<file path="src/rtl/pcm_expand_sched_if.sv">
// Request and output bundle for pcm_expand_sched: per-channel log PCM requests
// in, tagged linear samples out. The scheduler connects through the slave modport.
interface pcm_expand_sched_if #(
    parameter int NCH = 4,
    parameter int CHW = 2
);
    // Valid/ready: a word moves on a rising clk edge where valid and ready are
    // both high; valid and its data stay stable until that edge, and ready may
    // be asserted or withdrawn at any time without affecting valid.
    logic [NCH-1:0]   req_valid;
    logic [NCH*8-1:0] req_data;
    logic [NCH-1:0]   req_ready;
    logic             out_valid;
    logic [12:0]      out_data;
    logic [CHW-1:0]   out_chan;
    logic             out_ready;

    modport master (
        output req_valid, req_data, out_ready,
        input  req_ready, out_valid, out_data, out_chan
    );

    modport slave (
        input  req_valid, req_data, out_ready,
        output req_ready, out_valid, out_data, out_chan
    );
endinterface

</file>
<file path="src/rtl/pcm_expand_sched.sv">
// Round-robin scheduler sharing one combinational PCM expander among NCH channels.
// Build option PCM_EVEN_INVERT_EN undoes A-law even-bit inversion (xor 8'h55) on load.
module pcm_expand_sched #(
    parameter int NCH = 4,
    parameter int CHW = 2
) (
    input  logic              clk,
    input  logic              rst_n,
    pcm_expand_sched_if.slave bus,
    output logic [7:0]        exp_log,
    input  logic [12:0]       exp_lin
);

`ifdef PCM_EVEN_INVERT_EN
    localparam logic [7:0] INV_MASK = 8'h55;
`else
    localparam logic [7:0] INV_MASK = 8'h00;
`endif

    logic           s1_valid;
    logic [CHW-1:0] s1_chan;
    logic [CHW-1:0] rr_ptr;
    logic           out_valid_q;
    logic [12:0]    out_data_q;
    logic [CHW-1:0] out_chan_q;

    logic           s2_free;
    logic           s1_adv;
    logic           s1_free;
    logic           grant_hit;
    logic [CHW-1:0] grant_chan;
    logic [CHW-1:0] scan_idx;
    logic [NCH-1:0] req_ready_c;
    logic           xfer;

    assign s2_free = !out_valid_q || bus.out_ready;
    assign s1_adv  = s1_valid && s2_free;
    assign s1_free = !s1_valid || s1_adv;

    // Search starts just after the last granted channel, wrapping at NCH-1.
    always_comb begin
        grant_hit  = 1'b0;
        grant_chan = '0;
        scan_idx   = '0;
        for (int k = 1; k <= NCH; k++) begin
            scan_idx = CHW'((int'(rr_ptr) + k) % NCH);
            if (!grant_hit && bus.req_valid[scan_idx]) begin
                grant_hit  = 1'b1;
                grant_chan = scan_idx;
            end
        end
    end

    always_comb begin
        req_ready_c = '0;
        if (s1_free && grant_hit) begin
            req_ready_c[grant_chan] = 1'b1;
        end
    end

    assign xfer = s1_free && grant_hit;

    // Stage 1: exp_log only changes on a transfer so the expander input is quiet when idle.
    always_ff @(posedge clk or negedge rst_n) begin
        if (!rst_n) begin
            s1_valid <= 1'b0;
            s1_chan  <= '0;
            exp_log  <= 8'h00;
            rr_ptr   <= CHW'(NCH - 1);
        end else if (xfer) begin
            s1_valid <= 1'b1;
            s1_chan  <= grant_chan;
            exp_log  <= bus.req_data[{grant_chan, 3'b000} +: 8] ^ INV_MASK;
            rr_ptr   <= grant_chan;
        end else if (s1_free) begin
            s1_valid <= 1'b0;
        end
    end

    // Stage 2: output register, refilled in the same cycle it is drained.
    always_ff @(posedge clk or negedge rst_n) begin
        if (!rst_n) begin
            out_valid_q <= 1'b0;
            out_data_q  <= '0;
            out_chan_q  <= '0;
        end else if (s1_adv) begin
            out_valid_q <= 1'b1;
            out_data_q  <= exp_lin;
            out_chan_q  <= s1_chan;
        end else if (out_valid_q && bus.out_ready) begin
            out_valid_q <= 1'b0;
        end
    end

    assign bus.req_ready = req_ready_c;
    assign bus.out_valid = out_valid_q;
    assign bus.out_data  = out_data_q;
    assign bus.out_chan  = out_chan_q;

endmodule

</file>
<file path="src/flat_wrapper.sv">
// flat-port wrapper written by rule: the top's interface ports become plain ports
module pcm_expand_sched_flat 
#(
    parameter int NCH = 4,
    parameter int CHW = 2
)
  (clk, rst_n, exp_log, exp_lin, bus_req_valid, bus_req_data, bus_out_ready, bus_req_ready, bus_out_valid, bus_out_data, bus_out_chan);
  pcm_expand_sched_if #(.NCH(NCH), .CHW(CHW)) bus_i ();
  input  logic clk;
  input  logic rst_n;
  output logic [7:0] exp_log;
  input  logic [12:0] exp_lin;
  input wire logic [$bits(bus_i.req_valid)-1:0] bus_req_valid;
  input wire logic [$bits(bus_i.req_data)-1:0] bus_req_data;
  input wire logic [$bits(bus_i.out_ready)-1:0] bus_out_ready;
  output wire logic [$bits(bus_i.req_ready)-1:0] bus_req_ready;
  output wire logic [$bits(bus_i.out_valid)-1:0] bus_out_valid;
  output wire logic [$bits(bus_i.out_data)-1:0] bus_out_data;
  output wire logic [$bits(bus_i.out_chan)-1:0] bus_out_chan;
  assign bus_i.req_valid = bus_req_valid;
  assign bus_i.req_data = bus_req_data;
  assign bus_i.out_ready = bus_out_ready;
  assign bus_req_ready = bus_i.req_ready;
  assign bus_out_valid = bus_i.out_valid;
  assign bus_out_data = bus_i.out_data;
  assign bus_out_chan = bus_i.out_chan;
  pcm_expand_sched #(.NCH(NCH), .CHW(CHW)) u_core (.clk(clk), .rst_n(rst_n), .bus(bus_i), .exp_log(exp_log), .exp_lin(exp_lin));
endmodule
</file>
<file path="config.mk">
export PLATFORM = sky130hd
export DESIGN_NAME = pcm_expand_sched_flat
export DESIGN_NICKNAME = d
export VERILOG_FILES = /design/src/rtl/pcm_expand_sched_if.sv /design/src/rtl/pcm_expand_sched.sv /design/src/flat_wrapper.sv
export SDC_FILE = /design/constraint.sdc
export NUM_CORES = 1
export LEC_CHECK = 0
export ABC_AREA = 1
export BUFFER_PORTS_ARGS = -buffer_cell sky130_fd_sc_hd__buf_2
export CAP_MARGIN = 20
export CORE_UTILIZATION = 46
export CTS_BUF_LIST = sky130_fd_sc_hd__clkbuf_8 sky130_fd_sc_hd__clkbuf_16
export DETAILED_ROUTE_END_ITERATION = 10
export PLACE_DENSITY_LB_ADDON = 0.1
export RECOVER_POWER = 50
export SLEW_MARGIN = 15
export SYNTH_ARGS = -nofsm -noshare
export SYNTH_HDL_FRONTEND = slang
export SYNTH_SLANG_ARGS = --single-unit
</file>
<file path="constraint.sdc">
create_clock -name clk -period 3.05 [get_ports clk]
set_clock_uncertainty 0.2 [all_clocks]
set_input_delay 0.4575 -clock clk [delete_from_list [all_inputs] [get_ports clk]]
set_output_delay 0.4575 -clock clk [all_outputs]
set_load 0.01 [all_outputs]
</file>
==> results of run 1 <==
## power by group through the flow
stage	Combinational [uW]	Sequential, uW	Clock [uW]
floorplan	1380	769	0
detailed placement	1880	709	0
CTS	1880	706	346
global route	2100	742	371
global placement	1860	708	0
finish	1850	711	336
## registers in the layout, summed over array words and instances (netlist names)
register / count
u_core.bus.out_chan: 2
u_core.bus.out_data: 13
u_core.bus.out_valid: 1
u_core.exp_log: 8
u_core.rr_ptr: 2
u_core.s1_chan: 2
u_core.s1_valid: 1
## Yosys cell counts (all sizes together)
cell     n  share of area
mux2    13          0.086
nor2     7          0.030
o21ai    5          0.015
dfstp    2          0.031
nor3     2         0.0059
nand2   69           0.17
nand3   20          0.065
dfrtp   27           0.40
buf      5          0.026
o211ai  10          0.044
a21oi    4          0.012
clkbuf   1         0.0022
inv     34          0.078
nand4    9          0.037
and2     1         0.0052
## cell type report
| cell class | instances | area (um^2) | area share |
|---|---|---|---|
| clock buffer | 7 | 96.34 | 0.04343 |
| clock inverter | 1 | 5.005 | 0.002256 |
| inverter | 34 | 132.6 | 0.05979 |
| multi-input combinational | 140 | 799.5 | 0.3604 |
| sequential | 29 | 728.2 | 0.3283 |
| tap | 46 | 57.56 | 0.02594 |
| timing repair buffer | 82 | 399.1 | 0.1799 |
## cell usage in the layout, fill, tap and decap left out, types with 3 or more instances in the layout
master,Yosys,routed
o211ai_1,10,10
clkbuf_8,0,7
buf_2,2,64
clkbuf_1,1,15
mux2_2,13,13
nor2_4,3,3
dfrtp_1,27,27
nand2_2,9,9
nand2_1,60,60
nor2_1,3,3
a21oi_1,4,4
nand3_1,18,18
o21ai_0,4,4
nand4_1,8,8
buf_4,0,3
inv_1,31,31
## routing by layer
metal	wire length (um)	vias to the layer above
li1	-	841
met1	1695	727
met2	1689	49
met3	183	5
met4	30	0
met5	0	-
## logic make-up after synthesis
group,share of synthesized area
AND/OR/NAND/NOR,0.3085
buffers and inverters,0.1060
multiplexers,0.08616
AO/OA/AOI/OAI,0.07069
flip-flops,0.4286
## worst paths after layout
check / start / to / slack [ps] / cells after the start
setup / recovery: u_core.rr_ptr[0] / bus_req_ready[1] / 230 / 11
hold / removal: exp_lin[9] / u_core.bus.out_data[9] / 210 / 2
setup reg to reg: u_core.rr_ptr[0] / u_core.exp_log[2] / 570 / 14
hold reg to reg: u_core.exp_log[3] / u_core.exp_log[3] / 280 / 2
max in group asynchronous: rst_n / u_core.s1_chan[0] / 1480 / 1
min in group asynchronous: rst_n / u_core.bus.out_data[1] / 320 / 1
## through the flow
step                      instances  setup WS (ps)  total power (uW)  hold WS (ps)    util
after detailed placement        331          511.5              2590         260.7  0.6180
after global placement          331          485.1              2571         260.7  0.6180
after global routing            339          27.49              3216         203.5  0.6445
final                           339          232.7              2894         212.9  0.6445
after floorplan                 209          562.0              2154        -38.09       -
after CTS                       339          202.3              2933         14.17  0.6474
==> impl_results.md, run 1 <==
* Status: finished clean
* Tightest Pin Transition at 1448 ps
* Grt met2 use at 0.3329
* Initial DRC Count at 89
* Crit-path leading delay family: simple AND/OR/NAND/NOR gates
* Clk pin slew, worst setup/hold paths at 60 ps
* GRT Total Usage at 0.2035
* Crit path cell chain: inv_6, nand2_1, nand2_1, nand2_2, nand2_2, nor2_4, nand3_2, nand3_2, nand2_2, nor2_1, buf_2
* Slew headroom at 0.03450
* Post-CTS sizing at 0
* Area of the mapped netlist at 1699 um^2
* Critical Path Fanout Max at 10
* Setup Buffers After CTS at 0
* GRT overflow at 0
* Cts hold-fix bufs at 0
* Final Wtd Congestion at 0.8513
* Antenna diodes at 0
* Slowest-stage cell, CP: dfstp_2
* Worst path most repeated cell: nand2_2
* Nets@finish at 344
* Routed wire length at 3.598 mm
* F_max at 355.0 MHz
* DR vias/cell at 4.785
* WS Path Type: flop to output port
* HP Class: input port to flop
* Crit. End Element: output port
* Syn nets at 261
* Net load switching power at 1395 uW
* Setup crit start kind: flop
* Drt wl/cell at 10.61 um
* Vias in the first global route at 1472
* RSZ-0062 raised after global routing: false
* Number of library cell types mapped by synthesis at 24
* Filler instances at 339
* P_int at 1499 uW
* Tcrit/Tclk final at 0.9237
* Required time worst endpoint at 2390 ps
* CP max stage delay at 650 ps
* Num rows at 21
* Post-detail-place hpwl at 2.847 mm
* H-tree depth at 2
* Sw frac at 0.4820
* Num CTS Buffers at 5
* First-pass GRT wire length at 6.354 mm
* GRT busiest layer: met2
* Fin crit period at 2817 ps
* DR pass1 iterations at 4
* Yosys warnings at 0
* Combinational Power Share at 0.638
* Die width at 62.78 um
* Met1 usage at 0.2682
* Mapped Cells at 209
* GR Layer Usage met3 at 0.05657
* Starting Density at 0.4936
* Root buffer cell: clkbuf_8
* IO buf count at 79
* P&R area growth vs syn at 30.56%
* Clk_lat worst skew at 270 ps
* Final Hold Viols at 0
* Seq/Total Area, Yosys at 0.4286
* Static leakage at 0.001208 uW
* CTS Sinks at 29
* Largest net degree at the start of global routing at 30
* Final setup violation count at 0
* Sequential power share at 0.246
* Total of max-cap violations at 0
* Clk pwr share at 0.116
* Synth Register Bits at 29
* Initial antenna violation count at 0
* CTS tree: done
* Layout cells sized above 1 at 0.3754
* Max Buffers Root-to-Sink at 2
* Pwr Density at 1305 nW/um^2
* Final non-filler cell area at 2218 um^2
* I/O pin count at 80
* Maximum vdd drop at 0.6588 mV
* DR DRC count at 0
* DP Area at 2127 um^2
* Detail Route Antenna Nets at 0
* Pins Over Slew Limit at 0
* Via count at 1622
* Post-Syn Area per Cell at 8.130 um^2
* Core Box Area at 3442 um^2
* Critical path arrival at 2160 ps
* CP Buf/Inv Count at 2
* Die ar. at 3941 um^2
* Die Ht at 62.78 um
* TNS Setup at 0 ps
(Power assumes the default switching activity.)
==> run 2: changes to the inputs <==
Clock period 3.05 ns to 2.6 ns, I/O delays scaled along.
==> run 2 against run 1 <==
  * The run now ends with max-capacitance violations, max-slew violations, negative setup slack left
  * Design area grew 10%
  * Clock power grew 17%
  * Combinational power grew 44%
  * Cell count grew 4.4%
  * Register-to-register slack lost 450 ps
  * Largest cell class unchanged
==> impl_results.md, run 2 (synthesized netlist as in run 1, its figures left out) <==
* Critical Path Fanout Max at 8 (-2)
* Setup crit start kind: flop
* Final Non-Filler Cells at 354 (+4.4%)
* DR pass1 iterations at 4 (unchanged)
* Hold path cells at 2 (unchanged)
* Pwr Density at 1592 nW/um^2 (+22%)
* Die width at 62.78 um (unchanged)
* Num rows at 21 (unchanged)
* Static leakage at 0.001320 uW (+9.3%)
* Root buffer cell: clkbuf_8
* First-pass GRT wire length at 6.803 mm (+7.1%)
* WS Path Type: flop to output port
* Initial antenna violation count at 0 (unchanged)
* H-tree depth at 2 (unchanged)
* Utilization after layout at 0.7114 (+0.06688)
* Final setup violation count at 4 (+4)
* Critical path arrival at 2080 ps (-80 ps)
* Die ar. at 3941 um^2 (unchanged)
* Layout cells sized above 1 at 0.4383 (+0.06289)
* Routed wire length at 4.158 mm (+16%)
* Die Ht at 62.78 um (unchanged)
* Nets@finish at 359 (+4.4%)
* IO buf count at 79 (unchanged)
* Crit. End Element: output port
* Max Buffers Root-to-Sink at 2 (unchanged)
* Status: finished with violations
* Final worst slack at -74.36 ps (-307.1 ps)
* I/O pin count at 80 (unchanged)
* Via count at 1725 (+6.4%)
* F_max at 373.9 MHz
* CTS Sinks at 29 (unchanged)
* Clk_lat worst skew at 270 ps (about the same)
* Placed cells at 331 (unchanged)
* Pins Over Slew Limit at 30 (+30)
* RSZ-0062 raised after global routing: true
* GRT Total Usage at 0.2184 (+0.01487)
* Commonest non-fill, non-tap cell in the layout: buf_2
* Tightest Pin Transition at 1508 ps (+59.62 ps)
* HP Class: input port to flop
* Hold WS at 151.2 ps (-61.74 ps)
* P&R area growth vs syn at 44.11%
* Drt wl/cell at 11.75 um (+11%)
* Final Wtd Congestion at 0.8256 (-3.0%)
* Core Box Area at 3442 um^2 (unchanged)
* Starting Density at 0.4936 (unchanged)
* R2R cell count at 14 (unchanged)
* Slew headroom at -0.005251 (-0.03975)
* DR vias/cell at 4.873 (+1.8%)
* Final Hold Viols at 0 (unchanged)
* Fin crit period at 2674 ps
* Maximum vdd drop at 1.000 mV (+52%)
* CTS tree: done
* Required time worst endpoint at 2010 ps (-380 ps)
* Post-detail-place hpwl at 2.852 mm (+0.16%)
* Vias in the first global route at 1629 (+11%)
* Clk pin slew, worst setup/hold paths at 60 ps (about the same)
* Total of max-cap violations at 1 (+1)
* Antenna diodes at 0 (unchanged)
* Most frequent cells in the layout: buf_2 (61), nand2_1 (51), inv_1 (30)
* Power Total at 3897 uW (+35%)
* Initial DRC Count at 102 (+15%)
* Max reg flops at 13 (unchanged)
* DR DRC count at 0 (unchanged)
* TNS Setup at -215.2 ps (-215.2 ps)
* GRT overflow at 0 (unchanged)
* Num CTS Buffers at 5 (unchanged)
* Tcrit/Tclk final at 1.029
* Largest net degree at the start of global routing at 30 (unchanged)
* Failing checks: max-capacitance violations, max-slew violations, negative setup slack
* Detail Route Antenna Nets at 0 (unchanged)
==> run 2: cell count changes in the layout (fill, tap and decap cells not counted), sizes merged <==
cell         before  now
dlygate4sd3       0    1
clkbuf           22   25
clkinv            1    2
inv              34   33
buf              67   78
==> run 2: cell type report <==
| class | instances | area, um^2 |
|---|---|---|
| fill | 297 | 993.5 |
| tap | 46 | 57.56 |
| clock inverter | 1 | 5.005 |
| inverter | 34 | 137.6 |
| sequential | 29 | 728.2 |
| timing repair buffer | 97 | 514.2 |
| clock buffer | 7 | 96.34 |
| multi-input combinational | 140 | 909.6 |
==> run 2: report_power, final <==
part / switching [uW] / internal (uW)
Combinational: 1600 / 1080
Sequential: 125 / 705
Clock: 154 / 238
==> run 2: repair_timing <==
item | in CTS | in global routing
hold buffers | 1 | 0
endpoints found under the setup margin | 4 | 9
resized for setup | 14 | 20
pin swaps | 6 | 10
buffers inserted | 9 | 5
cloned | 0 | 0
endpoints found under the hold margin | 27 | 0
==> run 2: final timing paths <==
| path | from | end | slack, ps |
|---|---|---|---|
| hold reg to reg | u_core.exp_log[7] | u_core.exp_log[7] | 280 |
| setup reg to reg | u_core.rr_ptr[0] | u_core.exp_log[1] | 120 |
| setup / recovery | u_core.rr_ptr[0] | bus_req_ready[0] | -70 |
| max in group asynchronous | rst_n | u_core.bus.out_data[1] | 500 |
| hold / removal | exp_lin[9] | u_core.bus.out_data[9] | 150 |
| min in group asynchronous | rst_n | u_core.bus.out_data[2] | 820 |
==> run 2: worst max-delay path, cell delays in order (launching register included) <==
cell	delay (ps)
dfstp_2	600
clkinv_4	130
nand2_1	120
nand3_2	90
nand2_2	110
nor2_4	70
nand3_1	90
nand2_2	70
nor2_4	170
inv_4	80
nor3_1	120
buf_2	150
==> run 2: metrics by stage <==
| stage | instance area, um^2 | setup WS [ps] |
|---|---|---|
| after CTS | 2354 | -53.76 |
| after global routing | 2449 | -219.4 |
| after floorplan | 1699 | 179.5 |
| final | 2449 | -74.36 |
| after global placement | 2127 | 184.9 |
| after detailed placement | 2127 | 181.8 |
==> run 2: routing by layer <==
metal / global-route usage / vias up / part of all wire
met5: 0 / - / 0
met4: 0.05233 / 0 / 0.0024
met3: 0.05292 / 2 / 0.049
met2: 0.3913 / 65 / 0.51
met1: 0.2608 / 785 / 0.43
li1: - / 873 / -
==> run 3: changes to the inputs <==
==> constraint.sdc (replaced) <==
create_clock -name clk -period 2.6 [get_ports clk]
set_clock_uncertainty 0.2 [all_clocks]
set_input_delay 0.52 -clock clk [delete_from_list [all_inputs] [get_ports clk]]
set_output_delay 0.52 -clock clk [all_outputs]
set_load 0.01 [all_outputs]
==> run 3 against run 2 <==
  * The flow still finishes with violations (max-capacitance violations, max-slew violations, negative setup slack)
  * First-iteration DRC count up 12%
  * Via count up 2.1%
  * Cell count up 1.1%
==> impl_results.md, run 3 (synthesized netlist as in run 1, its figures left out) <==
* Status: finished with violations
* Failing checks: max-capacitance violations, max-slew violations, negative setup slack
* Num rows at 21 (unchanged)
* DR vias/cell at 4.922 (+1.0%)
* RR Endpoint: u_core.exp_log[1]
* I/O pin count at 80 (unchanged)
* H-tree depth at 2 (unchanged)
* Num CTS Buffers at 5 (unchanged)
* Setup crit start kind: flop
* Commonest non-fill, non-tap cell in the layout: buf_2
* Static leakage at 0.001368 uW (+3.6%)
* R2R cell count at 13 (-1)
* Sequential power share at 0.206 (-0.007)
* HP Class: input port to flop
* P_int at 2153 uW (+6.5%)
* Critical path arrival at 2070 ps (about the same)
* Utilization after layout at 0.7230 (+0.01163)
* R2r startpoint: u_core.rr_ptr[0]
* Pwr Density at 1623 nW/um^2 (+2.0%)
* Hold EP: u_core.bus.out_data[1]
* Sw frac at 0.4670 (-0.01395)
* CTS tree: done
* First-pass GRT wire length at 7.300 mm (+7.3%)
* IO buf count at 79 (unchanged)
* RSZ-0062 raised after global routing: true
* Pins Over Slew Limit at 30 (unchanged)
* Final worst slack at -187.6 ps (-113.2 ps)
* Net load switching power at 1887 uW (+0.66%)
* Clk_lat worst skew at 270 ps (about the same)
* CP max stage delay at 590 ps (about the same)
* Hold WS at 274.9 ps (+123.7 ps)
* Final setup violation count at 4 (unchanged)
* Die ar. at 3941 um^2 (unchanged)
* Most frequent cells in the layout: buf_2 (76), nand2_1 (50), inv_1 (30)
* Core Box Area at 3442 um^2 (unchanged)
* F_max at 358.7 MHz (-4.1%)
* Crit. End Element: output port
* Via count at 1762 (+2.1%)
* Crit path cell chain: clkinv_4, nand2_2, nand2_2, nand2_2, nand2_2, nor2_4, nand4_1, nand2_2, buf_6, nor3_2, buf_2
* Hold wc startpoint: exp_lin[1]
* Antenna diodes at 0 (unchanged)
* Setup WS pre-CTS at 73.73 ps (-108.1 ps)
* Nets@finish at 363 (+1.1%)
* Slowest-stage cell, CP: dfstp_2
* Routed wire length at 4.275 mm (+2.8%)
* Maximum vdd drop at 0.8767 mV (-12%)
* WS Path Type: flop to output port
* Max Buffers Root-to-Sink at 2 (unchanged)
* Reg area at 728.2 um^2 (unchanged)
* Hold path cells at 2 (unchanged)
* Filler instances at 286 (-3.7%)
* Post-detail-place hpwl at 2.917 mm (+2.3%)
* CTS Sinks at 29 (unchanged)
* CP Buf/Inv Count at 3 (unchanged)
* Slew headroom at -0.004633 (+0.0006184)
* Die width at 62.78 um (unchanged)
* Initial antenna violation count at 0 (unchanged)
* Final Wtd Congestion at 0.8017 (-2.9%)
* Detail Route Antenna Nets at 0 (unchanged)
* Root buffer cell: clkbuf_8
* P&R area growth vs syn at 46.47%
* DR pass1 iterations at 4 (unchanged)
* Crit-path leading delay family: simple AND/OR/NAND/NOR gates
* GRT overflow at 0 (unchanged)
* GRT Total Usage at 0.2359 (+0.01750)
* Starting Density at 0.4936 (unchanged)
* Critical path depth at 11 (unchanged)
* Tcrit/Tclk final at 1.072 (+0.04354)
* Critical Path Fanout Max at 7 (-1)
* Fin crit period at 2788 ps (+113.2 ps)
* Area of the multi-input gates at 897.1 um^2 (-1.4%)
* Final Non-Filler Cells at 358 (+1.1%)
* Max reg flops at 13 (unchanged)
* Required time worst endpoint at 1880 ps (-130 ps)
* Layout cells sized above 1 at 0.5032 (+0.06489)
* DR DRC count at 0 (unchanged)
* Tightest Pin Transition at 1507 ps (-0.9276 ps)
* Vias in the first global route at 1753 (+7.6%)
* Worst path most repeated cell: nand2_2
* Placed cells at 336 (+1.5%)
* Clk pwr share at 0.099 (-0.002)
* Combinational Power Share at 0.696 (+0.010)
* Drt wl/cell at 11.94 um (+1.7%)
* TNS Setup at -714.9 ps (-499.7 ps)
* Final Hold Viols at 0 (unchanged)
* Die Ht at 62.78 um (unchanged)
* Total of max-cap violations at 1 (unchanged)
* Clk pin slew, worst setup/hold paths at 60 ps (about the same)
* Initial DRC Count at 114 (+12%)
* R2r setup slk at 110 ps (about the same)
* Largest net degree at the start of global routing at 30 (unchanged)
-- run 3: power by group through the flow --
stage | logic [uW] | registers, uW | clock network (uW)
after floorplan | 1620 | 902 | 0
after detailed placement | 2290 | 834 | 0
final | 2810 | 831 | 399
after CTS | 2590 | 832 | 406
after global routing | 3130 | 861 | 432
after global placement | 2270 | 827 | 0
-- run 3: repair_timing --
item	in CTS	in global routing
hold buffers	0	0
setup endpoints to repair	4	4
gates resized for setup	11	20
gates cloned	0	0
setup buffers	10	4
pin swaps	15	14
-- run 3: worst max path at each step --
stage | startpoint | endpoint | slack, ps
2_1_floorplan | u_core.rr_ptr[0] | bus_req_ready[0] | 50
3_3_place_gp | u_core.rr_ptr[0] | bus_req_ready[0] | 90
3_5_place_dp | u_core.rr_ptr[0] | bus_req_ready[2] | 70
4_1_cts | u_core.rr_ptr[0] | bus_req_ready[2] | -140
5_1_grt | u_core.rr_ptr[0] | bus_req_ready[0] | -300
6_report | u_core.rr_ptr[0] | bus_req_ready[2] | -190
-- run 3: cell type report --
class / instances / area share
clock inverters: 1 / 0.002011
inverters: 34 / 0.05430
clock buffers: 7 / 0.03871
well taps: 46 / 0.02313
repair buffers: 101 / 0.2288
flip-flops and latches: 29 / 0.2926
multi-input cells: 140 / 0.3605
-- run 3: metrics by stage --
step	total power [uW]	area, um^2
3_5_place_dp	3128	2165
2_1_floorplan	2526	1699
4_1_cts	3832	2377
5_1_grt	4425	2489
3_3_place_gp	3094	2165
6_report	4040	2489
-- run 3: routing by layer --
layer  GRT usage  wire [um]
met1      0.2559       1719
met2      0.4429       2275
met3     0.05839        217
met4     0.07558         63
met5           0          0
